$ cat src/rtl/serial_pattern_gen.sv
// serial_pattern_gen: MSB-first serial word shifter with ones-run detector and hit counter.
module serial_pattern_gen #(
  parameter int WIDTH   = 24,
  parameter int RUN_LEN = 4
) (
  input  logic             clk,
  input  logic             rst,
  input  logic [WIDTH-1:0] load_data,
  input  logic             load,
  input  logic             start,
  input  logic             stop,
  input  logic             cont,
  output logic             x,
  output logic             x_valid,
  output logic             busy,
  output logic             done,
  output logic             exp_z,
  output logic [7:0]       hit_cnt
);
  localparam int CW = $clog2(WIDTH);
  localparam int RW = $clog2(RUN_LEN + 1);
  typedef enum logic [1:0] {IDLE, LOADED, SHIFT, DONE} state_t;
  state_t           state, state_n;
  logic [WIDTH-1:0] sreg, sreg_n;
  logic [CW-1:0]    bcnt, bcnt_n;
  logic [RW-1:0]    rcnt, rcnt_n, rcnt_inc;
  logic [7:0]       hit_n;
  logic             shift, capture, last, x_n, exp_z_n;
  assign busy = (state == SHIFT);
  always_comb begin
    shift    = (state == SHIFT);
    capture  = load && (state == IDLE || state == LOADED);
    last     = (bcnt == CW'(WIDTH - 1));
    rcnt_inc = (rcnt == RW'(RUN_LEN)) ? rcnt : rcnt + 1'b1;
    state_n  = state;
    case (state)
      IDLE:    state_n = load ? LOADED : IDLE;
      LOADED:  state_n = (start && !load) ? SHIFT : LOADED;
      SHIFT:   state_n = stop ? LOADED : (last && !cont) ? DONE : SHIFT;
      default: state_n = LOADED;
    endcase
    sreg_n  = capture ? load_data : shift ? {sreg[WIDTH-2:0], sreg[WIDTH-1]} : sreg;
    bcnt_n  = (shift && !stop && !last) ? bcnt + 1'b1 : '0;
    x_n     = shift && sreg[WIDTH-1];
    rcnt_n  = x_n ? rcnt_inc : '0;
    exp_z_n = x_n && (rcnt_inc == RW'(RUN_LEN));
    // a fresh load clears the count even if a hit is still pending
    hit_n   = capture ? '0 : (exp_z && hit_cnt != 8'hFF) ? hit_cnt + 8'd1 : hit_cnt;
  end
  always_ff @(posedge clk or posedge rst) begin
    if (rst) begin
      state   <= IDLE;
      sreg    <= '0;
      bcnt    <= '0;
      rcnt    <= '0;
      x       <= 1'b0;
      x_valid <= 1'b0;
      done    <= 1'b0;
      exp_z   <= 1'b0;
      hit_cnt <= '0;
    end else begin
      state   <= state_n;
      sreg    <= sreg_n;
      bcnt    <= bcnt_n;
      rcnt    <= rcnt_n;
      x       <= x_n;
      x_valid <= shift;
      done    <= (state == DONE);
      exp_z   <= exp_z_n;
      hit_cnt <= hit_n;
    end
  end
endmodule
$ cat config.mk
export PLATFORM = sky130hd
export DESIGN_NAME = serial_pattern_gen
export DESIGN_NICKNAME = d
export VERILOG_FILES = /design/src/rtl/serial_pattern_gen.sv
export SDC_FILE = /design/constraint.sdc
export NUM_CORES = 1
export LEC_CHECK = 0
export ABC_AREA = 1
export BUFFER_PORTS_ARGS = -buffer_cell sky130_fd_sc_hd__buf_2
export CORE_ASPECT_RATIO = 1.2
export CORE_MARGIN = 2
export CORE_UTILIZATION = 45
export DETAILED_ROUTE_END_ITERATION = 6
export HOLD_SLACK_MARGIN = 0.03
export PLACE_DENSITY = 0.63
export SLEW_MARGIN = 20
export SYNTH_ARGS = -nofsm -noshare
export SYNTH_HDL_FRONTEND = slang
export SYNTH_SLANG_ARGS = --single-unit
$ cat constraint.sdc
create_clock -name clk -period 1.79 [get_ports clk]
set_input_delay 0.358 -clock clk [delete_from_list [all_inputs] [get_ports clk]]
set_output_delay 0.358 -clock clk [all_outputs]
set_load 0.01 [all_outputs]
* Word level (Yosys, flattened, before mapping)
Cells that the tools add are included.
Storage, ports and cells: register bits after elaboration 46, output and inout port bits 13
Operators by class: add/sub/neg operators 3, equality and inequality tests 7, multiplexer cells 12, reductions and logical operators 16
Operators by type and width (number):
- two-way mux 24 bit | 2
- two-way mux 8 bit | 2
- adder 8 x 1 -> 8 bit, second input constant | 1
- logical AND 1 bit | 8
- inequality test 8 bit, second input constant | 1
- equality test 3 bit, second input constant | 2
- two-way mux 3 bit | 2
- one-hot mux 2 bit (3 select lines) | 1
- adder 5 x 1 -> 5 bit, second input constant | 1
- equality test 5 bit, second input constant | 1
- two-way mux 5 bit | 1
- equality test 2 bit, second input constant | 2
- logical NOT 1 bit | 4
- two-way mux 2 bit | 2
- nonzero test 2 bit | 2
- adder 3 x 1 -> 3 bit, second input constant | 1
- equality test 2 x 1 -> 1 bit, second input constant | 1
- logical NOT 2 bit | 1
- two-way mux 1 bit | 2
- logical OR 1 bit | 1

* Depth between registers and ports, before layout
Gate-level depths: netlist (run 1).
depth after elaboration 5, gate-level depth with buffers 9, gate-level depth less buffers 9

* Worst setup path before layout (run 1)
Ideal clock, no wire load.
kind register -> register, start register hit_cnt[0], end register hit_cnt[0], setup time 0.076 ns, arrival 1.236 ns, setup slack 0.477 ns, cell stages (with the launch flop) 7, path through dfrtp_1 ha_1 nand2_1 nor2_1 a21oi_1 nand3_1 o21ai_1
On the way: longest elaborated chain between the ends 3
RTL lines:
- start, declared | line 18 | output logic [7:0] hit_cnt
- start signal, assigned | line 70 | hit_cnt <= hit_n;
- adder 8 x 1 -> 8 bit / inequality test 8 bit (equally long branches) | line 48 | hit_n = capture ? '0 : (exp_z && hit_cnt != 8'hFF) ? hit_cnt + 8'd1 : hit_cnt;
- two-way mux 8 bit / logical AND 1 bit (equally long branches) | line 48
- two-way mux 8 bit / nonzero test 2 bit (equally long branches)
Parallel ways exist; a longest one is shown, timed or not. The select of a mux whose other input is x is not followed. A chain may end at the register's enable or synchronous reset.

* Final worst setup path (run 1)
start register hit_cnt[0], end register hit_cnt[3]
The elaborated chain is that of the path after synthesis.

==> flow_summary_export.csv, run 1 <==
group,metric,value,unit
yosys,synth.avg_cell_area,8.36,µm²
power_and_ir_drop,clkPwrFrac,0.263,
worst_hold_path,hp-start,"load_data[7]",
cells_and_area,syn2layout_area_growth,17.8,%
clock_network,path_clk_slew,0.08,ns
critical_path,crit_type,"reg2reg",
yosys,synth_cell_types,26,
floorplanning,die_h,80.4,µm
drt,num_vias,1781,
clock_network,clk_path_buf_depth,2,
drt,drt_pass1_iterations,4,
power_and_ir_drop,p_comb_frac,0.194,
grt,grt_max_degree,29,
power_and_ir_drop,seq_power_share,0.543,
yosys,synth_nets,296,
floorplanning,core,4630,µm²
yosys,yosysSeqAreaShare,0.526,
timing,hold_viol_final,0,
yosys,netlist_instances,262,
timing,period_minus_slack,1.51,ns
timing,tns,0,ns
worst_hold_path,holdPathStages,3,
outcome,status,"finished clean",
drt,routedWlPerCell,11.5,µm
cells_and_area,final_common_cell,"o21ai_1",
worst_hold_path,hold_path_end,"sreg[7]",
timing,skew,0.00781,ns
drt,drc,0,
critical_path,cp.buffers_inverters,0,
worst_hold_path,min-delay-path-class,"in2reg",
place,gp_congestion,0.772,
cells_and_area,final_cell_mix,"64 x o21ai_1, 46 x dfrtp_1, 42 x buf_2",
clock_network,h-tree-depth,2,
place,hpwl,3120,µm
critical_path,r2r_cells,6,
grt,track_usage,0.176,
cells_and_area,final_nets,344,
floorplanning,dieArea,5440,µm²
critical_path,r2r-start,"hit_cnt[0]",
critical_path,required,2.01,ns
timing,tightest_slew,0.458,ns
critical_path,worstSetupPathDepth,6,
place,numPortBuffers,42,
power_and_ir_drop,p_switching,652,µW
timing,slew_viol_final,0,
grt,overflow,0,
flow_run,max_cap_violations,0,
clock_network,cts_resized,0,
clock_network,cts-root-buf,"clkbuf_8",
clock_network,clk_latency,0.30,ns
critical_path,startpoint,"hit_cnt[0]",
critical_path,critPathMaxFanout,6,
floorplanning,die_w,67.7,µm
floorplanning,fp-row-count,27,
cells_and_area,drive_gt1_frac,0.216,
clock_network,post_cts_buffers,0,
power_and_ir_drop,power.density,877,nW/µm²
power_and_ir_drop,p_sw_frac,0.288,
yosys,ys_warn_count,0,
floorplanning,start_util,0.473,
clock_network,cts.sinks,46,
yosys,ys_ff_latch,46,
grt,grt_pass1_vias,1726,
power_and_ir_drop,ir_worst_vdd,0.447,mV
cells_and_area,final_util,0.557,
yosys,synth_area,2190,µm²
critical_path,crit_arrival,1.73,ns
clock_network,cts_buffers,5,
power_and_ir_drop,p_leak,0.00132,µW
timing,timing.fmax,662,MHz
drt,antenna_left,0,
critical_path,r2r_end,"hit_cnt[3]",
clock_network,cts_tree,"built",
drt,routed_wl,4240,µm
critical_path,max_stage_delay,0.43,ns
cells_and_area,antenna_cells,0,
critical_path,path_cells,"ha_1, nand2_1, nor2_1, a21oi_1, nand3_1, o21ai_1",
floorplanning,io-pin-count,43,
grt,antenna_found_initial,0,
timing,grt_setup_unrepaired,"false",
critical_path,crit_family,"compound AO/OA/AOI/OAI gates",
drt,viasPerCell,4.84,
grt,grt_pass1_wl,7240,µm
critical_path,rrSetupSlack,0.28,ns
timing,post-route-period-util,0.844,
timing,setup_viol,0,
power_and_ir_drop,internal-power,1610,µW
drt,drtIter0Drc,91,
critical_path,cp_slowest_cell,"dfrtp_1",
timing,slew_headroom,0.695,
critical_path,end_kind,"register",
critical_path,worst_setup_path_start_kind,"register",
==> metal layers <==
layer	global-route usage	wire length, µm
met5	0	0
met4	0.0612	78
met3	0.0434	164
met2	0.293	1900
met1	0.220	2100
==> worst max path at each step <==
| stage | to | slack [ns] |
|---|---|---|
| after detailed placement | sreg[1] | 0.25 |
| after global routing | hit_cnt[2] | 0.15 |
| final | hit_cnt[3] | 0.28 |
| after global placement | sreg[1] | 0.30 |
| after floorplan | bcnt[0] | 0.34 |
| after CTS | busy | 0.28 |
==> cell families after synthesis <==
logic type      share of synthesized area
compound gates                      0.170
buf+inv                             0.102
fa+ha+maj                          0.0229
xor+xnor                           0.0240
simple gates                        0.155
flops                               0.526
==> flip-flops by register name (all words and copies together), names as in the netlist, 2 cells and up <==
name,flops
bcnt,5
rcnt,3
state,2
hit_cnt,8
sreg,24
==> layout make-up <==
type	instances	area, µm²
clock buffer	5	68.8
tap	58	72.6
sequential	46	1150
multi-input combinational	163	815
clock inverter	2	10.0
inverter	44	165
timing repair buffer	50	298
fill	440	2050
==> tightest hold or removal path, stage by stage <==
cell,delay (ns)
buf_2,0.07
o21ai_1,0.05
o21ai_1,0.06
==> through the flow <==
stage | hold slack (ns) | cell area (µm²) | instances | setup WS [ns] | power, µW
4_1_cts | 0.280 | 2580 | 368 | 0.278 | 2300
5_1_grt | 0.304 | 2580 | 368 | 0.149 | 2400
3_5_place_dp | 0.336 | 2490 | 360 | 0.255 | 1690
2_1_floorplan | 0.432 | 2190 | 262 | 0.344 | 1560
6_report | 0.284 | 2580 | 368 | 0.279 | 2260
3_3_place_gp | 0.339 | 2490 | 360 | 0.304 | 1680
==> Yosys cell counts <==
| cell | instances | area share |
|---|---|---|
| clkbuf_1 | 2 | 0.0034 |
| o22ai_1 | 2 | 0.0057 |
| nand3_1 | 12 | 0.027 |
| o21ai_0 | 1 | 0.0023 |
| nor3_1 | 1 | 0.0023 |
| nand2_2 | 1 | 0.0029 |
| buf_1 | 1 | 0.0017 |
| xnor2_1 | 2 | 0.0080 |
| o211ai_1 | 1 | 0.0034 |
| a21oi_1 | 4 | 0.0091 |
| or2_2 | 1 | 0.0029 |
| ha_1 | 4 | 0.023 |
| dfrtp_1 | 46 | 0.53 |
| buf_2 | 2 | 0.0046 |
| inv_1 | 39 | 0.067 |
| xor2_1 | 4 | 0.016 |
| buf_6 | 2 | 0.010 |
| nor2_2 | 2 | 0.0057 |
| a211oi_1 | 1 | 0.0034 |
| nor2_4 | 1 | 0.0051 |
| o21ai_1 | 64 | 0.15 |
| nand4_1 | 2 | 0.0057 |
| nand2_1 | 39 | 0.067 |
| nor2_1 | 21 | 0.036 |
| inv_2 | 5 | 0.0086 |
| buf_4 | 2 | 0.0069 |
==> power groups by stage <==
stage,logic (µW),clock network [µW],registers [µW]
6_report,438,596,1230
5_1_grt,504,657,1240
4_1_cts,446,620,1230
3_5_place_dp,440,0,1250
3_3_place_gp,433,0,1250
2_1_floorplan,316,0,1240
==> repair_timing <==
| action | 4_1_cts | 5_1_grt |
|---|---|---|
| hold buffers | 1 | 0 |
| endpoints found under the setup margin | 0 | 0 |
| endpoints found under the hold margin | 12 | 0 |
(Power assumes the default switching activity.)
==> inputs of run 2 (changes only) <==
Clock period 1.79 ns to 1.6 ns, I/O delays scaled along.
==> run 2 against run 1 <==
Wire length is 0.59% higher; final cell count is 0.54% lower; first-iteration DRC count is 36% lower; sequential share of layout area is 0.15 points higher; clock-buffer cell count is 2 higher; hold slack worse by 0.24 ns; global-route usage is 0.76 points higher.
==> flow_summary_export.csv, run 2 (synthesized netlist as in run 1, its figures left out) <==
group,metric,value,unit
grt,track_usage,0.184,
cells_and_area,drive_gt1_frac,0.214,
power_and_ir_drop,ir_worst_vdd,0.617,mV
critical_path,rrSetupSlack,0.18,ns
cells_and_area,final_nets,341,
cells_and_area,stdcell_area,2570,µm²
drt,drt_pass1_iterations,4,
floorplanning,io-pin-count,43,
grt,grt_pass1_vias,1864,
timing,slew_viol_final,0,
power_and_ir_drop,power.density,1000,nW/µm²
critical_path,crit_arrival,1.13,ns
floorplanning,core,4630,µm²
timing,grt_setup_unrepaired,"false",
critical_path,required,1.28,ns
drt,drtIter0Drc,58,
clock_network,h-tree-depth,2,
clock_network,cts_tree,"built",
critical_path,critPathMaxFanout,8,
critical_path,crit_type,"reg2out",
clock_network,clk_path_buf_depth,2,
drt,antenna_left,0,
timing,setup_viol,0,
floorplanning,dieArea,5440,µm²
grt,grt_max_degree,47,
cells_and_area,largest_reg_flops,24,
drt,num_vias,1808,
worst_hold_path,min-delay-path-class,"in2async",
cells_and_area,final_common_cell,"o21ai_1",
critical_path,startpoint,"state[0]",
timing,tightest_slew,0.277,ns
timing,hold_viol_final,0,
grt,antenna_found_initial,0,
place,pre_cts_slack,0.127,ns
floorplanning,die_w,67.7,µm
clock_network,cts_buffers,5,
critical_path,r2r-start,"hit_cnt[1]",
clock_network,cts.sinks,46,
drt,drc,0,
place,numPortBuffers,42,
floorplanning,start_util,0.473,
grt,overflow,0,
outcome,status,"finished clean",
floorplanning,fp-row-count,27,
cells_and_area,multi_input_area,818,µm²
cells_and_area,syn2layout_area_growth,17.4,%
clock_network,holdBufCountCts,0,
clock_network,path_clk_slew,0.08,ns
clock_network,clk_latency,0.30,ns
timing,tns,0,ns
critical_path,r2r_cells,9,
power_and_ir_drop,p_leak,0.00131,µW
drt,routedWlPerCell,11.6,µm
grt,grt_pass1_wl,7600,µm
cells_and_area,antenna_cells,0,
cells_and_area,reg.largest.list,"sreg: 24 flops, hit_cnt: 8 flops, bcnt: 5 flops",
critical_path,end_kind,"output pin",
cells_and_area,n_fill_cell,446,
place,gp_congestion,0.717,
floorplanning,die_h,80.4,µm
flow_run,max_cap_violations,0,
cells_and_area,top_register,"sreg",
critical_path,r2r_end,"hit_cnt[7]",
timing,post-route-period-util,0.906,
timing,layout_setup_ws,0.150,ns
place,place_area,2480,µm²
timing,timing.fmax,690,MHz
timing,slew_headroom,0.815,
timing,skew,0.00546,ns
cells_and_area,seq_area,1150,µm²
cells_and_area,final_cell_mix,"64 x o21ai_1, 46 x dfrtp_1, 42 x buf_2",
drt,viasPerCell,4.94,
drt,routed_wl,4260,µm
timing,period_minus_slack,1.45,ns
place,hpwl,2990,µm
critical_path,worst_setup_path_start_kind,"register",
clock_network,cts-root-buf,"clkbuf_8",
## run 2: cell count changes in the layout (fill, tap and decap cells not counted), sizes merged
cell / before / now
clkinv: 2 / 1
dlygate4sd3: 1 / 0
clkbuf: 5 / 7
buf: 49 / 47
## run 2: layout make-up
cell class,count,area share
clock buffer,7,0.0336
multi-input combinational,163,0.318
sequential,46,0.448
clock inverter,1,0.00195
inverter,44,0.0642
tap,58,0.0282
timing repair buffer,47,0.106
## run 2: layer usage
| metal | up-vias | share of wire | GRT usage |
|---|---|---|---|
| met5 | - | 0 | 0 |
| li1 | 923 | - | - |
| met4 | 0 | 0.017 | 0.0612 |
| met3 | 8 | 0.042 | 0.0476 |
| met1 | 845 | 0.46 | 0.211 |
| met2 | 32 | 0.48 | 0.325 |
## run 2: worst max-delay path, stage by stage (launching register included)
cell	delay, ns
dfrtp_1	0.43
nor2_4	0.23
buf_2	0.17
## run 2: metrics by stage
| step | utilization | hold slack (ns) | total power, µW | std cells |
|---|---|---|---|---|
| 6_report | 0.556 | 0.0438 | 2580 | 366 |
| 5_1_grt | 0.556 | 0.0533 | 2760 | 366 |
| 4_1_cts | 0.555 | 0.0511 | 2630 | 366 |
| 3_5_place_dp | 0.535 | 0.382 | 1890 | 358 |
| 3_3_place_gp | 0.535 | 0.379 | 1870 | 358 |
| 2_1_floorplan | - | 0.432 | 1740 | 262 |
## run 2: repair_timing
| item | CTS | global route |
|---|---|---|
| endpoints found under the hold margin | 0 | 0 |
| setup endpoints to repair | 0 | 6 |
| resized for setup | 0 | 1 |
| buffers inserted | 0 | 0 |
## run 2: power breakdown
part / total [µW] / switching [µW] / internal, µW
combinational: 479 / 296 / 183
sequential: 1370 / 54.0 / 1320
clock: 730 / 381 / 349
total: 2580 / 730 / 1850
## run 2: worst max-delay path by stage
stage | end | slack, ns | depth (start not counted)
after floorplan | bcnt[0] | 0.19 | 1
after global placement | hit_cnt[7] | 0.19 | 6
after detailed placement | hit_cnt[3] | 0.13 | 6
after CTS | hit_cnt[3] | 0.1 | 6
after global routing | hit_cnt[4] | 0.02 | 9
final | busy | 0.15 | 2
